==> src/rtl/exe_muldiv_unit.sv <==
// Iterative MIPS-style multiply/divide unit for the EXE stage; owns HI/LO.
// Shift-add multiply and restoring divide on magnitudes, with sign fix-up in a final cycle.
module exe_muldiv_unit #(
  parameter int WIDTH = 32
) (
  input  logic             Clk,
  input  logic             Rst_n,
  input  logic             Start,
  input  logic [2:0]       Op,
  input  logic [WIDTH-1:0] Rs_data,
  input  logic [WIDTH-1:0] Rt_data,
  input  logic             Flush,
  output logic             Busy,
  output logic             Stall_ID,
  output logic             Done,
  output logic             Div_by_zero,
  output logic [WIDTH-1:0] HI,
  output logic [WIDTH-1:0] LO
);

  localparam int CW = $clog2(WIDTH + 1);

  localparam logic [2:0] OP_MULT  = 3'b000;
  localparam logic [2:0] OP_MULTU = 3'b001;
  localparam logic [2:0] OP_DIV   = 3'b010;
  localparam logic [2:0] OP_DIVU  = 3'b011;
  localparam logic [2:0] OP_MTHI  = 3'b100;
  localparam logic [2:0] OP_MTLO  = 3'b101;

  typedef enum logic [1:0] {
    IDLE = 2'd0,
    MUL  = 2'd1,
    DIV  = 2'd2,
    FIX  = 2'd3
  } state_t;

  function automatic logic [WIDTH-1:0] cond_neg(input logic [WIDTH-1:0] v, input logic neg);
    cond_neg = neg ? (~v + {{(WIDTH-1){1'b0}}, 1'b1}) : v;
  endfunction

  function automatic logic [2*WIDTH-1:0] cond_neg2(input logic [2*WIDTH-1:0] v, input logic neg);
    cond_neg2 = neg ? (~v + {{(2*WIDTH-1){1'b0}}, 1'b1}) : v;
  endfunction

  state_t               state_r;
  logic [CW-1:0]        cnt_r;
  logic [2*WIDTH-1:0]   acc_r;
  logic [WIDTH-1:0]     opnd_r;
  logic                 is_div_r;
  logic                 neg_hi_r;
  logic                 neg_lo_r;
  logic                 dbz_r;
  logic                 busy_r;
  logic                 done_r;
  logic                 dbz_out_r;
  logic [WIDTH-1:0]     hi_r;
  logic [WIDTH-1:0]     lo_r;

  logic                 signed_s;
  logic                 sign_xor_s;
  logic [WIDTH-1:0]     mag_a_s;
  logic [WIDTH-1:0]     mag_b_s;
  logic [WIDTH:0]       mul_sum_s;
  logic [2*WIDTH-1:0]   mul_next_s;
  logic [WIDTH:0]       rem_sh_s;
  logic                 div_ge_s;
  logic [WIDTH-1:0]     div_diff_s;
  logic [2*WIDTH-1:0]   div_next_s;
  logic [2*WIDTH-1:0]   step_s;
  logic [2*WIDTH-1:0]   prod_s;
  logic [WIDTH-1:0]     quo_s;
  logic [WIDTH-1:0]     rem_s;

  // Operand decode, one iteration step of each algorithm, and the final sign fix-up.
  always_comb begin
    signed_s   = ~Op[0];
    sign_xor_s = signed_s & (Rs_data[WIDTH-1] ^ Rt_data[WIDTH-1]);
    mag_a_s    = cond_neg(Rs_data, signed_s & Rs_data[WIDTH-1]);
    mag_b_s    = cond_neg(Rt_data, signed_s & Rt_data[WIDTH-1]);

    // Multiplier sits in the low half and is consumed LSB first.
    mul_sum_s  = {1'b0, acc_r[2*WIDTH-1:WIDTH]} + {1'b0, (acc_r[0] ? opnd_r : {WIDTH{1'b0}})};
    mul_next_s = {mul_sum_s, acc_r[WIDTH-1:1]};

    // Remainder in the high half, dividend/quotient shifting through the low half.
    rem_sh_s   = {acc_r[2*WIDTH-1:WIDTH], acc_r[WIDTH-1]};
    div_ge_s   = (rem_sh_s >= {1'b0, opnd_r});
    div_diff_s = rem_sh_s[WIDTH-1:0] - opnd_r;
    if (div_ge_s) begin
      div_next_s = {div_diff_s, acc_r[WIDTH-2:0], 1'b1};
    end else begin
      div_next_s = {acc_r[2*WIDTH-2:0], 1'b0};
    end

    if (state_r == DIV) begin
      step_s = div_next_s;
    end else begin
      step_s = mul_next_s;
    end

    prod_s = cond_neg2(acc_r, neg_hi_r);
    rem_s  = cond_neg(acc_r[2*WIDTH-1:WIDTH], neg_hi_r);
    if (dbz_r) begin
      quo_s = {WIDTH{1'b1}};
    end else begin
      quo_s = cond_neg(acc_r[WIDTH-1:0], neg_lo_r);
    end
  end

  // Control FSM, datapath registers and architectural HI/LO, all on the falling edge.
  always_ff @(negedge Clk or negedge Rst_n) begin
    if (!Rst_n) begin
      state_r   <= IDLE;
      cnt_r     <= {CW{1'b0}};
      acc_r     <= {(2*WIDTH){1'b0}};
      opnd_r    <= {WIDTH{1'b0}};
      is_div_r  <= 1'b0;
      neg_hi_r  <= 1'b0;
      neg_lo_r  <= 1'b0;
      dbz_r     <= 1'b0;
      busy_r    <= 1'b0;
      done_r    <= 1'b0;
      dbz_out_r <= 1'b0;
      hi_r      <= {WIDTH{1'b0}};
      lo_r      <= {WIDTH{1'b0}};
    end else begin
      done_r    <= 1'b0;
      dbz_out_r <= 1'b0;
      case (state_r)
        IDLE: begin
          if (Start && !Flush) begin
            case (Op)
              OP_MULT, OP_MULTU: begin
                acc_r    <= {{WIDTH{1'b0}}, mag_b_s};
                opnd_r   <= mag_a_s;
                neg_hi_r <= sign_xor_s;
                neg_lo_r <= sign_xor_s;
                is_div_r <= 1'b0;
                dbz_r    <= 1'b0;
                cnt_r    <= {CW{1'b0}};
                busy_r   <= 1'b1;
                state_r  <= MUL;
              end
              OP_DIV, OP_DIVU: begin
                acc_r    <= {{WIDTH{1'b0}}, mag_a_s};
                opnd_r   <= mag_b_s;
                neg_hi_r <= signed_s & Rs_data[WIDTH-1];
                neg_lo_r <= sign_xor_s;
                is_div_r <= 1'b1;
                dbz_r    <= (Rt_data == {WIDTH{1'b0}});
                cnt_r    <= {CW{1'b0}};
                busy_r   <= 1'b1;
                state_r  <= DIV;
              end
              OP_MTHI: hi_r <= Rs_data;
              OP_MTLO: lo_r <= Rs_data;
              default: state_r <= IDLE;
            endcase
          end else begin
            state_r <= IDLE;
          end
        end
        MUL, DIV: begin
          if (Flush) begin
            busy_r  <= 1'b0;
            state_r <= IDLE;
          end else begin
            acc_r <= step_s;
            cnt_r <= cnt_r + CW'(1);
            if (cnt_r == CW'(WIDTH - 1)) begin
              state_r <= FIX;
            end else begin
              state_r <= state_r;
            end
          end
        end
        FIX: begin
          // A squash landing on the write cycle still wins: HI/LO stay untouched.
          if (Flush) begin
            busy_r  <= 1'b0;
            state_r <= IDLE;
          end else begin
            if (is_div_r) begin
              hi_r <= rem_s;
              lo_r <= quo_s;
            end else begin
              hi_r <= prod_s[2*WIDTH-1:WIDTH];
              lo_r <= prod_s[WIDTH-1:0];
            end
            done_r    <= 1'b1;
            dbz_out_r <= dbz_r;
            busy_r    <= 1'b0;
            state_r   <= IDLE;
          end
        end
        default: begin
          busy_r  <= 1'b0;
          state_r <= IDLE;
        end
      endcase
    end
  end

  assign Busy        = busy_r;
  assign Stall_ID    = busy_r;
  assign Done        = done_r;
  assign Div_by_zero = dbz_out_r;
  assign HI          = hi_r;
  assign LO          = lo_r;

endmodule

==> config.mk <==
export PLATFORM = sky130hd
export DESIGN_NAME = exe_muldiv_unit
export DESIGN_NICKNAME = d
export VERILOG_FILES = /design/src/rtl/exe_muldiv_unit.sv
export SDC_FILE = /design/constraint.sdc
export NUM_CORES = 1
export LEC_CHECK = 0
export ABC_CLOCK_PERIOD_IN_PS = 4870
export BUFFER_PORTS_ARGS = -buffer_cell sky130_fd_sc_hd__buf_2
export CAP_MARGIN = 15
export CORE_MARGIN = 5
export CORE_UTILIZATION = 60
export DETAILED_ROUTE_END_ITERATION = 10
export PLACE_DENSITY_LB_ADDON = 0.15
export SETUP_SLACK_MARGIN = 0.1
export SYNTH_ARGS = -nofsm -noshare
export SYNTH_HDL_FRONTEND = slang
export SYNTH_SLANG_ARGS = --single-unit
==> constraint.sdc <==
create_clock -name Clk -period 4.87 [get_ports Clk]
set_clock_uncertainty 0.05 [all_clocks]
set_input_delay 0.487 -clock Clk [delete_from_list [all_inputs] [get_ports Clk]]
set_output_delay 0.487 -clock Clk [all_outputs]
set_load 0.02 [all_outputs]
==> metrics.txt <==
WP data required=2.82 ns; fin worst setup slack=-0.158 ns; worst-path maximum fanout=3; Critical Path AT=2.98 ns; Worst path most repeated cell=or4_4; Reg area=0.00438 mm2; initial antenna violation count=0; Final HPWL DP=44.0 mm; Syn. warnings=0; Async S/R FF share, synth=100%; total clock sinks=175; vias per cell=6.61; overflow left after global routing=0; Max stage delay cell, worst path=or4_4; actual slew at the worst max-slew pin=1.02 ns; violated checks=setup timing; Initial Util=60.9%; Max-slew headroom=30.2%; Synth Register Bits=175; antenna-violating nets left=0; Die Area=0.0288 mm2; vias in the first global route=15300; pre-CTS setup slack=-0.619 ns; Power Dens Cells=669 mW/mm2; Final nets=2311; maximum VDD drop=0.424 mV; H-tree lvl count=4; top_reg_cell synth=dfrtn_1; class of the most critical setup path=in2reg; Syn Nets=2123; Core ar.=0.0251 mm2; syn avg cell area=7.74 um2; DRC Markers=0; RSZ-0062 raised after global routing=true; internal power=5.79 mW; Filler cells=1999; Flop pwr share=24.7%; Min Hold Slack=0.369 ns; Psw=6.42 mW; final hold violation count=0; sequential-to-total area share from yosys stat=28.6%; startpoint types=input pin; path type of the worst min-delay path=reg2reg; clk slew on worst S/H paths=0.05 ns; status=complete, but fails checks; final core area utilization=72.7%; Syn Inst Count=1977; Logic pwr share=63.5%; maximum root-to-sink buffer count=2; TritonCTS clock tree=yes; WL/cell=23.2 um; RePlAce Congestion=1.01; DIE WIDTH=170 um; DR pass1 iterations=6; first-pass GRT wire length=87.3 mm; final-report max-slew violation count=0; switch share=52.6%; GRT Total Usage=38.7%; area grow syn2layout=19.4%; critical-path cell list=buf_6 -> or4_4 -> or4_4 -> nor4_4 -> nor2b_4 -> a21oi_2 -> xor2_1 -> nor2_1 -> nor3_1 -> a21oi_1 -> o21ai_0; die span in y=170 um; Std-Cell Rows=58; max incr delay on CP=0.52 ns; number of synthesized flops with an enable pin=0; Clk Latency, worst-skew pair=0.42 ns; synth unique cells=76; root buffer cell=clkbuf_16; Clock Power Share=11.8%; total routed wirelength=58.2 mm; Tot Pwr=12.2 mW; Final setup violation count=17; PortBufs=138; largest net degree at the start of global routing=78; multi-input logic area=0.0106 mm2; synthesized cell area=0.0153 mm2; layout cells sized above 1=20.9%; DR vias=16600; LEAKAGE=8.22 nW; CTS Buf Count=17; num ports=139; Worst setup EP type=register; initial DRC count=2182; maxcap violations=0
[layout by cell type (no fill, tap or decap), types with 69 or more instances in the layout]
| cell type | count |
|---|---|
| nand2_1 | 215 |
| a21oi_1 | 194 |
| nor2_1 | 193 |
| o21ai_0 | 188 |
| dfrtn_1 | 175 |
| buf_4 | 148 |
| buf_2 | 134 |
| xnor2_1 | 79 |
| ha_1 | 69 |
[metrics by stage]
stage	std cells	area, um2	TNS (ns)
after global routing	2508	18300	-1.92
after floorplan	1977	15400	-4.24
after detailed placement	2472	17200	-17.02
final	2509	18300	-1.08
after global placement	2472	17200	-15.20
after CTS	2505	17900	-0.349
[Yosys cell counts (9+ instances only)]
library cell,number,area (um2)
a31oi_1,30,188
nand2_1,219,822
or4_1,14,105
xnor2_1,88,771
nor2b_1,19,119
a21boi_0,17,128
a211oi_1,35,263
ha_1,73,913
and2_1,9,56.3
dfrtn_1,175,4380
or3_1,16,100
clkbuf_1,97,364
a21o_1,33,248
o41ai_1,13,114
o31ai_1,24,180
nor4_1,13,81.3
nor3_1,37,185
and3_1,12,75.1
nand2b_1,20,125
nand3_1,30,150
o221ai_1,22,193
o21ai_0,218,1090
mux2_2,28,315
a21oi_1,203,1020
mux2i_1,37,370
xor2_1,66,578
buf_1,9,33.8
o211ai_1,11,82.6
a22oi_1,18,135
inv_1,63,236
nor2_1,199,747
[registers in the layout, summed over array words and instances (netlist names), 2 cells and up]
| register | flops |
|---|---|
| opnd_r | 32 |
| cnt_r | 6 |
| state_r | 2 |
| LO | 32 |
| HI | 32 |
| acc_r | 64 |
[power by group through the flow]
stage | Clock, mW | Sequential (mW) | Combinational (mW)
6_report | 1.44 | 3.02 | 7.75
5_1_grt | 1.49 | 3.07 | 8.39
4_1_cts | 1.43 | 2.96 | 7.52
3_5_place_dp | 0 | 2.98 | 7.46
3_3_place_gp | 0 | 2.95 | 7.34
2_1_floorplan | 0 | 2.91 | 5.17
[worst paths after layout]
path,end,cells past startpoint,start,slack [ns]
min,HI[16]$_DFFE_NN0P_,2,HI[16]$_DFFE_NN0P_,0.37
max,acc_r[27]$_DFFE_NN0P_,11,Rt_data[15],-0.16
min in group asynchronous,acc_r[56]$_DFFE_NN0P_,1,Rst_n,2.29
max reg2reg,acc_r[55]$_DFFE_NN0P_,15,acc_r[0]$_DFFE_NN0P_,0.61
max in group asynchronous,acc_r[9]$_DFFE_NN0P_,2,Rst_n,1.72
min reg2reg,HI[16]$_DFFE_NN0P_,2,HI[16]$_DFFE_NN0P_,0.37
[layer usage]
layer | vias to the layer above | GRT usage, % | share of wire, %
li1 | 7498 | - | -
met1 | 7786 | 55.3 | 40
met2 | 1092 | 55.9 | 41
met3 | 214 | 9.18 | 13
met4 | 0 | 16.7 | 5.1
met5 | - | 0 | 0
[final cells by class]
cell class,instances,area share [%]
antenna,1,0.0137
clock buffer,19,2.48
clock inverter,13,0.781
inverter,64,1.32
multi-input combinational,1610,58.1
sequential,175,24.0
tap,330,2.26
timing repair buffer,297,11.0
[cells by family after synthesis]
logic type	count (synthesis)	synth area share, %
XOR/XNOR	154	8.82
AO/OA/AOI/OAI	688	27.5
buffers and inverters	192	5.38
adder cells (fa/ha/maj)	75	6.23
AND/OR/NAND/NOR	628	19.0
flip-flops	175	28.6
multiplexers	65	4.48
[what timing repair did]
action | CTS | global route
cloned | 0 | 0
endpoints found under the setup margin | 23 | 44
pin swaps | 24 | 34
hold buffers | 0 | 0
gates resized for setup | 29 | 69
setup buffers | 1 | 3
[worst max-delay path, delay by kind of cell]
kind	cells	cell delay, ns
AO/OA/AOI/OAI	3	0.29
XOR/XNOR	1	0.28
buffers and inverters	1	0.09
AND/OR/NAND/NOR	6	1.82
Note: power is estimated with default switching activity, not from simulation.
